### config.mk
export PLATFORM = sky130hd
export DESIGN_NAME = trit_packer_flat
export DESIGN_NICKNAME = d
export VERILOG_FILES = /design/src/rtl/trit_packer_if.sv /design/src/rtl/trit_packer.sv /design/src/flat_wrapper.sv
export SDC_FILE = /design/constraint.sdc
export NUM_CORES = 1
export LEC_CHECK = 0
export ABC_AREA = 1
export BUFFER_PORTS_ARGS = -buffer_cell sky130_fd_sc_hd__clkbuf_2
export CORE_MARGIN = 5
export CORE_UTILIZATION = 56
export CTS_CLUSTER_SIZE = 20
export DETAILED_ROUTE_END_ITERATION = 16
export PLACE_DENSITY = 0.79
export SYNTH_ARGS = -nofsm -noshare
export SYNTH_HDL_FRONTEND = slang
export SYNTH_SLANG_ARGS = --single-unit
### constraint.sdc
create_clock -name clk -period 2.4 [get_ports clk]
set_clock_uncertainty 0.1 [all_clocks]
set_input_delay 0.48 -clock clk [delete_from_list [all_inputs] [get_ports clk]]
set_output_delay 0.48 -clock clk [all_outputs]
set_load 0.005 [all_outputs]
### src/rtl/trit_packer_if.sv
// Coefficient-in / byte-out handshake bundle for the trit packer.
// The packer takes the slave side; the producer/consumer side takes master.
interface trit_packer_if;
    logic        in_valid;
    logic [12:0] in_data;
    logic        in_ready;
    logic        out_valid;
    logic        out_ready;
    logic [7:0]  out_data;
    logic        out_last;

    modport master (
        output in_valid,
        output in_data,
        input  in_ready,
        input  out_valid,
        output out_ready,
        input  out_data,
        input  out_last
    );

    modport slave (
        input  in_valid,
        input  in_data,
        output in_ready,
        output out_valid,
        input  out_ready,
        output out_data,
        output out_last
    );
endinterface

### src/rtl/trit_packer.sv
// Packs a stream of mod-3 coefficients four per byte (2-bit little-endian fields)
// into the Small-polynomial byte encoding, one polynomial per start pulse.
module trit_packer #(
    parameter int unsigned P      = 757,
    parameter int unsigned NBYTES = 190
) (
    input  logic           clk,
    input  logic           rst,
    input  logic           start,
    trit_packer_if.slave   bus,
    output logic           busy,
    output logic           done,
    output logic           err
);

    typedef enum logic [1:0] {StIdle, StRun, StOut, StDone} state_e;

    localparam logic [9:0] CoefLast = 10'(P - 1);
    localparam logic [7:0] ByteLast = 8'(NBYTES - 1);

    state_e     state_q, state_d;
    logic [9:0] coef_cnt_q, coef_cnt_d;
    logic [7:0] byte_cnt_q, byte_cnt_d;
    logic [1:0] field_q, field_d;
    logic [7:0] shreg_q, shreg_d;
    logic       err_q, err_d;

    always_ff @(posedge clk) begin
        if (rst) begin
            state_q    <= StIdle;
            coef_cnt_q <= '0;
            byte_cnt_q <= '0;
            field_q    <= '0;
            shreg_q    <= '0;
            err_q      <= 1'b0;
        end else begin
            state_q    <= state_d;
            coef_cnt_q <= coef_cnt_d;
            byte_cnt_q <= byte_cnt_d;
            field_q    <= field_d;
            shreg_q    <= shreg_d;
            err_q      <= err_d;
        end
    end

    always_comb begin
        state_d    = state_q;
        coef_cnt_d = coef_cnt_q;
        byte_cnt_d = byte_cnt_q;
        field_d    = field_q;
        shreg_d    = shreg_q;
        err_d      = err_q;
        unique case (state_q)
            StIdle: begin
                if (start) begin
                    state_d    = StRun;
                    coef_cnt_d = '0;
                    byte_cnt_d = '0;
                    field_d    = '0;
                    shreg_d    = '0;
                    err_d      = 1'b0;
                end
            end
            StRun: begin
                if (bus.in_valid) begin
                    // Illegal values still land in the field; only the flag records them.
                    shreg_d[{field_q, 1'b0} +: 2] = bus.in_data[1:0];
                    if (bus.in_data > 13'd2) begin
                        err_d = 1'b1;
                    end
                    coef_cnt_d = coef_cnt_q + 10'd1;
                    if (field_q == 2'd3 || coef_cnt_q == CoefLast) begin
                        state_d = StOut;
                    end else begin
                        field_d = field_q + 2'd1;
                    end
                end
            end
            StOut: begin
                if (bus.out_ready) begin
                    if (byte_cnt_q == ByteLast) begin
                        state_d = StDone;
                    end else begin
                        state_d    = StRun;
                        byte_cnt_d = byte_cnt_q + 8'd1;
                        field_d    = '0;
                        shreg_d    = '0;
                    end
                end
            end
            StDone: begin
                state_d = StIdle;
            end
            default: begin
                state_d = StIdle;
            end
        endcase
    end

    assign bus.in_ready  = (state_q == StRun);
    assign bus.out_valid = (state_q == StOut);
    assign bus.out_data  = shreg_q;
    assign bus.out_last  = (state_q == StOut) && (byte_cnt_q == ByteLast);
    assign busy          = (state_q == StRun) || (state_q == StOut);
    assign done          = (state_q == StDone);
    assign err           = err_q;

endmodule
### src/flat_wrapper.sv
// flat-port wrapper written by rule: the top's interface ports become plain ports
module trit_packer_flat 
#(
    parameter int unsigned P      = 757,
    parameter int unsigned NBYTES = 190
)
  (clk, rst, start, busy, done, err, bus_in_valid, bus_in_data, bus_in_ready, bus_out_valid, bus_out_ready, bus_out_data, bus_out_last);
  trit_packer_if bus_i ();
  input  logic clk;
  input  logic rst;
  input  logic start;
  output logic busy;
  output logic done;
  output logic err;
  input wire logic [$bits(bus_i.in_valid)-1:0] bus_in_valid;
  input wire logic [$bits(bus_i.in_data)-1:0] bus_in_data;
  output wire logic [$bits(bus_i.in_ready)-1:0] bus_in_ready;
  output wire logic [$bits(bus_i.out_valid)-1:0] bus_out_valid;
  input wire logic [$bits(bus_i.out_ready)-1:0] bus_out_ready;
  output wire logic [$bits(bus_i.out_data)-1:0] bus_out_data;
  output wire logic [$bits(bus_i.out_last)-1:0] bus_out_last;
  assign bus_i.in_valid = bus_in_valid;
  assign bus_i.in_data = bus_in_data;
  assign bus_in_ready = bus_i.in_ready;
  assign bus_out_valid = bus_i.out_valid;
  assign bus_i.out_ready = bus_out_ready;
  assign bus_out_data = bus_i.out_data;
  assign bus_out_last = bus_i.out_last;
  trit_packer #(.P(P), .NBYTES(NBYTES)) u_core (.clk(clk), .rst(rst), .start(start), .bus(bus_i), .busy(busy), .done(done), .err(err));
endmodule
; ---- Word level (Yosys, flattened, before mapping)
; Cells that the tools add are included.
[totals]
regBits = 31
out_inout_bits = 14
[classes]
n_addsub = 4
order_cmp = 1
n_eq_ne = 13
shifts = 2
n_mux = 28
reduce_logical = 13
[op_table]
columns = op, n
row1 = 2-to-1 mux 8 bit, 6
row2 = one-hot mux 8 bit (3 select lines), 1
row3 = 2-to-1 mux 10 bit, 2
row4 = 2-to-1 mux 2 bit, 10
row5 = one-hot mux 10 bit (2 select lines), 1
row6 = one-hot mux 8 bit (2 select lines), 1
row7 = greater-than comparator 13 x 2 -> 1 bit (second input constant), 1
row8 = AND reduction 4 bit, 3
row9 = adder 10 x 1 -> 10 bit (second input constant), 1
row10 = == test 10 bit (second input constant), 1
row11 = adder 8 x 1 -> 8 bit (second input constant), 1
row12 = bitwise mux 8 bit, 1
row13 = == test 8 bit (second input constant), 1
row14 = != test 2 bit (second input constant), 4
row15 = one-hot mux 2 bit (4 select lines), 1
row16 = variable shift 2 x 5 -> 8 bit (first input constant), 1
row17 = indexed part select 2 x 5 -> 8 bit, 1
row18 = == test 2 bit (second input constant), 3
row19 = != test 2 x 1 -> 1 bit (second input constant), 3
row20 = one-hot mux 2 bit (3 select lines), 1
row21 = AND reduction 6 bit, 1
row22 = negator 3 -> 5 bit, 1
row23 = AND reduction 5 bit, 1
row24 = nonzero test 2 bit, 2
row25 = 9 further kinds, 12

; ---- Depth between registers and ports, before layout
; Gate-level depths: netlist (run 1).
[depth]
ltp_word = 5
depth_mapped = 12
depth_no_buf = 11

; ---- Worst setup path after synthesis (run 1)
; No wires, ideal clock.
[synth_path]
path_kind = flip-flop to flip-flop
start = register u_core.state_q[0]
end = register u_core.shreg_q[5] (netlist: u_core.bus.out_data[5])
setup_ps = 133
arrival_ps = 1480
required_ps = 2167
setup_slack_ps = 686
path_stages_with_launch = 11
path_buffers = 2
cell_sequence = dfxtp_1 inv_1 ha_1 buf_6 nand2_1 nand4_1 nor2_4 buf_8 nand2_4 nand2_1 a21oi_2
[synth_via]
elab_chain_cells = 3
elab_cells_between_ends = 10
classes_between = eq/ne: 6 / mux: 1 / reduce/logical: 3
[synth_lines]
columns = item, line_no
row1 = start: declaration, trit_packer.sv:21  ; state_e state_q, state_d;
row2 = start signal: assignment, trit_packer.sv:30  ; state_q <= StIdle;
row3 = start signal: assignment, trit_packer.sv:37  ; state_q <= state_d;
row4 = == test 2 bit *, n/a
row5 = named net bus_out_valid, flat_wrapper.sv:18  ; output wire logic [$bits(bus_i.out_valid)-1:0] bus_out_valid;
row6 = != test 2 bit (no source line) (tied with other cells), n/a
row7 = AND reduction 5 bit (no source line), n/a
row8 = end signal: assignment, trit_packer.sv:41  ; shreg_q <= shreg_d;
row9 = end: declaration, trit_packer.sv:25  ; logic [7:0] shreg_q, shreg_d;
; The timed path passes the listed nets; every way through them passes the cells marked *.
; A chain may end at the register's enable or synchronous reset.

; ---- Final worst setup path (run 1)
[layout_path]
start = register u_core.state_q[0]
end = output bus_out_last
[layout_via]
elab_chain_cells = 2
[layout_lines]
columns = item, line_no
row1 = == test 2 bit, trit_packer.sv:103  ; assign bus.out_last = (state_q == StOut) && (byte_cnt_q == ByteLast);
row2 = logical AND 1 bit, trit_packer.sv:103
row3 = end: declaration, flat_wrapper.sv:21  ; output wire logic [$bits(bus_i.out_last)-1:0] bus_out_last;
; No other way between the ends.

==> summary.txt, run 1 <==
Status
  • Status: completed

Logic synthesis
  • Xor-xnor portion of the synthesized cell area: 0.0130
  • Syn avg cell area: 6.71 um2
  • Prevailing post-synth register cell: dfxtp_1
  • Post-synth top area cell: dfxtp_1
  • Post-Syn Instances: 301
  • Synth area leaders: dfxtp_1 (31%), nand2_1 (13%), ha_1 (8.7%)
  • Post-synth EDFFs: 0
  • Synthesized cell area: 2020 um2
  • Synth cell types: 29
  • Post-synthesis simple-gate area fraction: 0.382
  • Yosys warns: 0
  • Mux cell area share after synthesis: 0
  • Seq/Total Area, Yosys: 0.307
  • Main combinational cell family by area after synthesis: simple AND/OR/NAND/NOR gates
  • Synth Area in Compound Gates: 0.101
  • Adder-Cell Fraction of Synth Area: 0.0867
  • #FFs+latches synth: 31
  • Synth async-reset ratio: 0
  • Area share of the largest cell type after synthesis: 0.307
  • Post-synth top cells: nand2_1 (69), inv_1 (44), nor2_1 (43), dfxtp_1 (31), nand3_1 (26)
  • Syn_nets: 333
  • Most used standard cell by instance count after synthesis: nand2_1

Route
  • DR vias/cell: 4.95
  • Routed len/inst: 10.8 um
  • DR pass1 iterations: 4
  • # DRC: 0
  • Via Count: 1897
  • Final WL: 4150 um
  • Detailed Route Iter0 Violations: 101
  • Remaining antenna violation count: 0

Place
  • Global placement routability congestion: 0.888
  • DP HPWL: 3180 um
  • Dpl cell area: 2200 um2
  • Post-Place Setup Slack: 0.305 ns
  • I/O Buffers: 31

Setup path
  • Worst-path maximum fanout: 11
  • Crit path kind: register to output pin
  • Worst-path cell chain: inv_1, ha_2, nand2_1, nor2_2, nand2_4, inv_4, clkbuf_2
  • Crit path depth: 7
  • Startpoint Class: register
  • Data required, critical path: 1.82 ns
  • Setup crit end kind: output pin
  • Critical path arrival: 1.63 ns
  • Crit-path slowest cell: dfxtp_1
  • CP delay by family, top: flip-flops
  • Slowest stage delay, CP: 0.37 ns
  • CP bufs+invs: 3
  • Worst R2R Path Depth: 9

STA
  • Worst Tran Pin Value: 0.374 ns
  • Hold Worst Slack: 0.361 ns
  • Fmax: 453 MHz
  • Part of the cycle the worst path needs: 0.920
  • Slew margin rel.: 0.750
  • Fin crit period: 2.21 ns
  • RSZ-0062 raised after global routing: false
  • Setup tns final: 0 ns
  • Hold Vio Cnt, Final: 0
  • Final WS setup: 0.193 ns
  • Final setup vio count: 0
  • Slew Limit Fails: 0

Final layout
  • Area growth, synth to finish: 12.7%
  • Diodes inserted: 0
  • Share of cells above drive strength 1: 0.196
  • Nets: 368
  • Design Area, Final: 2280 um2

Worst hold path
  • Worst Hold Class: register to register
  • Hold depth: 2

Clock network
  • Worst skew pair latency: 0.34 ns
  • Max H-tree Level: 2
  • Hold Buf Count CTS: 0
  • CTS tree: yes
  • Clock root buffer: clkbuf_4
  • Quantity of gates resized following cts: 0
  • Max clock buf depth: 2
  • Clock-pin slew on the worst setup and hold paths: 0.09 ns
  • TritonCTS Sinks: 31
  • Postcts setup bufs: 0
  • TritonCTS Buffers: 5

Die
  • Initial core utilization: 0.591
  • Die outline area: 4910 um2
  • IO Pins: 32
  • Row count: 21
  • Die span in y: 70.1 um
  • Total core area: 3420 um2
  • Chip width: 70.1 um

Global route
  • Antenna violations before repair: 0
  • Number of global-route vias before repair: 1768
  • GRT Util Overall: 0.186
  • Largest net degree at the start of global routing: 17
  • Congestion Overflow GR: 0
  • First-pass GRT wire length: 7580 um

Flow run
  • Total of max-cap violations: 0

Power
  • Leak: 0.00107 uW
  • Total power: 2070 uW
  • Power density cells: 910 nW/um2
  • Max rail drop VDD: 0.460 mV
[final cells by class]
cell class	count	area [um2]
Multi-Input combinational cell	219	1180
Fill cell	312	1140
Sequential cell	31	621
Timing Repair Buffer	34	178
Inverter	45	171
Clock buffer	8	68.8
Tap cell	46	57.6
[kinds of logic (layout without fill, tap and decap cells)]
kind of cell / after synthesis / after routing
AOI/OAI and AO/OA: 34 / 34
xor gates and xnor gates: 3 / 3
adders and majority gates: 14 / 14
buffers and inverters: 51 / 87
DFF: 31 / 31
and+or+nand+nor: 168 / 168
[layer usage]
layer / GRT usage / wire length, um / vias up
met5: 0 / 0 / -
met4: 0.0660 / 65 / 0
met3: 0.0488 / 250 / 6
met2: 0.281 / 1750 / 51
met1: 0.255 / 2090 / 819
li1: - / - / 1021
[registers in the layout (all words and copies together) (netlist names)]
signal and count:
u_core.bus.out_data 8, u_core.field_q 2, u_core.err 1, u_core.state_q 2, u_core.byte_cnt_q 8, u_core.coef_cnt_q 10
[metrics by stage]
step	utilization	std cells
after detailed placement	0.645	375
after floorplan	-	301
after global routing	0.666	383
after CTS	0.666	383
after global placement	0.645	375
final	0.666	383
[worst reg2reg max path: cells and delay by family, from the launching register on]
family	cells	cell delay, ns
flip-flops	1	0.42
adder cells (fa/ha/maj)	1	0.27
AND/OR/NAND/NOR	7	1.03
buffers and inverters	1	0.11
[power by group]
part / switching, uW / internal [uW] / total, uW
combinational: 682 / 349 / 1030
clock: 181 / 172 / 353
sequential: 86.7 / 602 / 689
[worst paths after layout]
path	startpoint	to	slack, ns
min	u_core.err	u_core.err	0.36
min reg2reg	u_core.err	u_core.err	0.36
max	u_core.state_q[0]	bus_out_last	0.19
max reg2reg	u_core.state_q[0]	u_core.field_q[0]	0.42
[placed cells by master, fill, tap and decap left out, types with 4 or more instances in the layout]
cell,instances
nand4_1,9
clkbuf_4,5
a21oi_1,16
a21oi_2,4
nand2_2,6
nor2_2,4
inv_1,44
ha_1,13
o21a_1,4
nand3_1,26
o21ai_0,5
nand2_1,69
clkbuf_2,31
nor2_1,43
dfxtp_1,31
(Power assumes the default switching activity.)
==> inputs of run 2 (changes only) <==
==> constraint.sdc (replaced) <==
create_clock -name clk -period 2.4 [get_ports clk]
set_clock_uncertainty 0.1 [all_clocks]
set_input_delay 0.6 -clock clk [delete_from_list [all_inputs] [get_ports clk]]
set_output_delay 0.6 -clock clk [all_outputs]
set_load 0.005 [all_outputs]
==> run 2 against run 1 <==
Register-to-register slack better by 0.03 ns. Sequential cell count unchanged. Utilization up 0.29 points. Critical path depth stayed put. Power up 0.99%. Non-clock buffer count did not move. First-iteration DRC count up 43%. Critical endpoint unchanged. Highest routed layer unchanged.
==> summary.txt, run 2 (synthesis gave the netlist of run 1 again) <==
Status
  • Status: completed (unchanged)

Final layout
  • Area growth, synth to finish: 13.2% (was 12.7%)
  • Register with the most flip-flops: u_core.coef_cnt_q (unchanged)
  • Share of cells above drive strength 1: 0.196 (unchanged)
  • Most common cell after layout, fill and taps aside: nand2_1 (unchanged)
  • Utilization after layout: 0.669 (was 0.666)
  • Most frequent cells in the layout: nand2_1 (69), inv_1 (44), nor2_1 (43), clkbuf_2 (31), dfxtp_1 (31) (unchanged)
  • Nets: 368 (unchanged)
  • Largest register FFs: 10 (unchanged)
  • Final instance count without filler cells: 383 (unchanged)
  • Diodes inserted: 0 (unchanged)

Worst hold path
  • Hold depth: 2 (unchanged)
  • Worst Hold Class: register to register (unchanged)
  • Hold Crit Start: u_core.err (unchanged)
  • Worst hold endpoint: u_core.err (unchanged)

Setup path
  • Worst R2R Path Depth: 8 (was 9)
  • R2R Path Start: u_core.state_q[0] (unchanged)
  • Worst-path maximum fanout: 11 (unchanged)
  • Critical path arrival: 1.54 ns (was 1.63 ns)
  • R2r setup slk: 0.45 ns (was 0.42 ns)
  • Setup crit end kind: output pin (unchanged)
  • Crit path kind: register to output pin (unchanged)
  • Startpoint Class: register (unchanged)
  • Data required, critical path: 1.70 ns (was 1.82 ns)
  • R2R Path End: u_core.field_q[1] (was u_core.field_q[0])
  • CP startpoint: u_core.state_q[0] (unchanged)

Die
  • Die span in y: 70.1 um (unchanged)
  • Chip width: 70.1 um (unchanged)
  • Row count: 21 (unchanged)
  • Total core area: 3420 um2 (unchanged)
  • IO Pins: 32 (unchanged)
  • Initial core utilization: 0.591 (unchanged)
  • Die outline area: 4910 um2 (unchanged)

Route
  • Remaining antenna violation count: 0 (unchanged)
  • Final WL: 4220 um (was 4150 um)
  • Routed len/inst: 11.0 um (was 10.8 um)
  • Detailed Route Iter0 Violations: 144 (was 101)
  • DR vias/cell: 5.08 (was 4.95)
  • DR pass1 iterations: 4 (unchanged)
  • # DRC: 0 (unchanged)
  • Via Count: 1946 (was 1897)

STA
  • Hold Vio Cnt, Final: 0 (unchanged)
  • Setup tns final: 0 ns (unchanged)
  • Final setup vio count: 0 (unchanged)
  • RSZ-0062 raised after global routing: false (unchanged)
  • Slew margin rel.: 0.732 (was 0.750)
  • Fin crit period: 2.24 ns (was 2.21 ns)
  • Worst Tran Pin Value: 0.401 ns (was 0.374 ns)
  • Fmax: 447 MHz (was 453 MHz)
  • Slew Limit Fails: 0 (unchanged)
  • Part of the cycle the worst path needs: 0.932 (was 0.920)

Clock network
  • TritonCTS Sinks: 31 (unchanged)
  • Hold Buf Count CTS: 0 (unchanged)
  • Clock root buffer: clkbuf_4 (unchanged)
  • CTS tree: yes (unchanged)
  • Max clock buf depth: 2 (unchanged)
  • Worst skew pair latency: 0.34 ns (about the same)
  • Max H-tree Level: 2 (unchanged)
  • Clock-pin slew on the worst setup and hold paths: 0.09 ns (about the same)
  • TritonCTS Buffers: 5 (unchanged)

Place
  • Global placement routability congestion: 0.851 (was 0.888)
  • Placed cell count: 375 (unchanged)
  • DP HPWL: 3110 um (was 3180 um)
  • I/O Buffers: 31 (unchanged)

Power
  • Internal: 1130 uW (was 1120 uW)
  • Clock share of power: 0.171 (was 0.170)
  • Combinational share of power: 0.501 (was 0.497)
  • Power density cells: 915 nW/um2 (was 910 nW/um2)
  • Switching Power: 964 uW (was 949 uW)
  • Flop pwr share: 0.329 (was 0.332)
  • Max rail drop VDD: 0.580 mV (was 0.460 mV)
  • Sw Share: 0.461 (was 0.458)
  • Leak: 0.00107 uW (about the same)

Global route
  • Number of global-route vias before repair: 1713 (was 1768)
  • Largest net degree at the start of global routing: 17 (unchanged)
  • GRT Util Overall: 0.181 (was 0.186)
  • Antenna violations before repair: 0 (unchanged)
  • GR peak layer: met2 (unchanged)
  • GR Util met1: 0.252 (was 0.255)
  • Met2 Use GR: 0.267 (was 0.281)
  • First-pass GRT wire length: 7420 um (was 7580 um)
  • Met3 Usage GRT: 0.0430 (was 0.0488)
  • Congestion Overflow GR: 0 (unchanged)

Flow run
  • Total of max-cap violations: 0 (unchanged)
[run 2: worst max path at each step]
stage / to / slack (ns) / depth (start not counted)
final: bus_out_last / 0.16 / 7
after global routing: bus_out_last / 0.05 / 7
after CTS: bus_out_last / 0.07 / 7
after detailed placement: bus_out_last / 0.35 / 7
after global placement: bus_out_last / 0.41 / 7
after floorplan: bus_out_last / 0.62 / 7
[run 2: per-stage QoR]
stage / area [um2] / total power, uW / setup WS, ns / hold slack (ns)
after CTS: 2280 / 2080 / 0.0743 / 0.371
after floorplan: 2020 / 1530 / 0.625 / 0.337
final: 2290 / 2090 / 0.164 / 0.368
after global routing: 2290 / 2310 / 0.0489 / 0.395
after global placement: 2200 / 1710 / 0.408 / 0.337
after detailed placement: 2200 / 1720 / 0.349 / 0.355
[run 2: layer usage]
metal / up-vias / part of all wire
met1: 861 / 0.51
met5: - / 0
met2: 60 / 0.41
met3: 5 / 0.067
li1: 1020 / -
met4: 0 / 0.014
[run 2: power groups by stage]
stage | clock network (uW) | registers, uW | logic, uW
final | 357 | 687 | 1050
after global routing | 389 | 701 | 1220
after CTS | 359 | 684 | 1040
after detailed placement | 0 | 692 | 1030
after global placement | 0 | 691 | 1020
after floorplan | 0 | 681 | 848
[run 2: cell type report]
cell class	instances	area, um2
multi-input cells	219	1190
fillers	302	1130
flip-flops and latches	31	621
repair buffers	34	178
inverters	45	171
clock buffers	8	68.8
well taps	46	57.6
[run 2: critical path: stages, from the launching register on]
cell	delay [ns]
dfxtp_1	0.36
inv_1	0.15
ha_4	0.22
nand2_1	0.08
nor2_2	0.15
nand2_4	0.08
inv_4	0.06
clkbuf_2	0.10
[run 2: timing repair]
item | in CTS | in global routing
setup endpoints to repair | 1 | 1
resized for setup | 1 | 1
buffers inserted | 0 | 0
pin swaps | 0 | 0
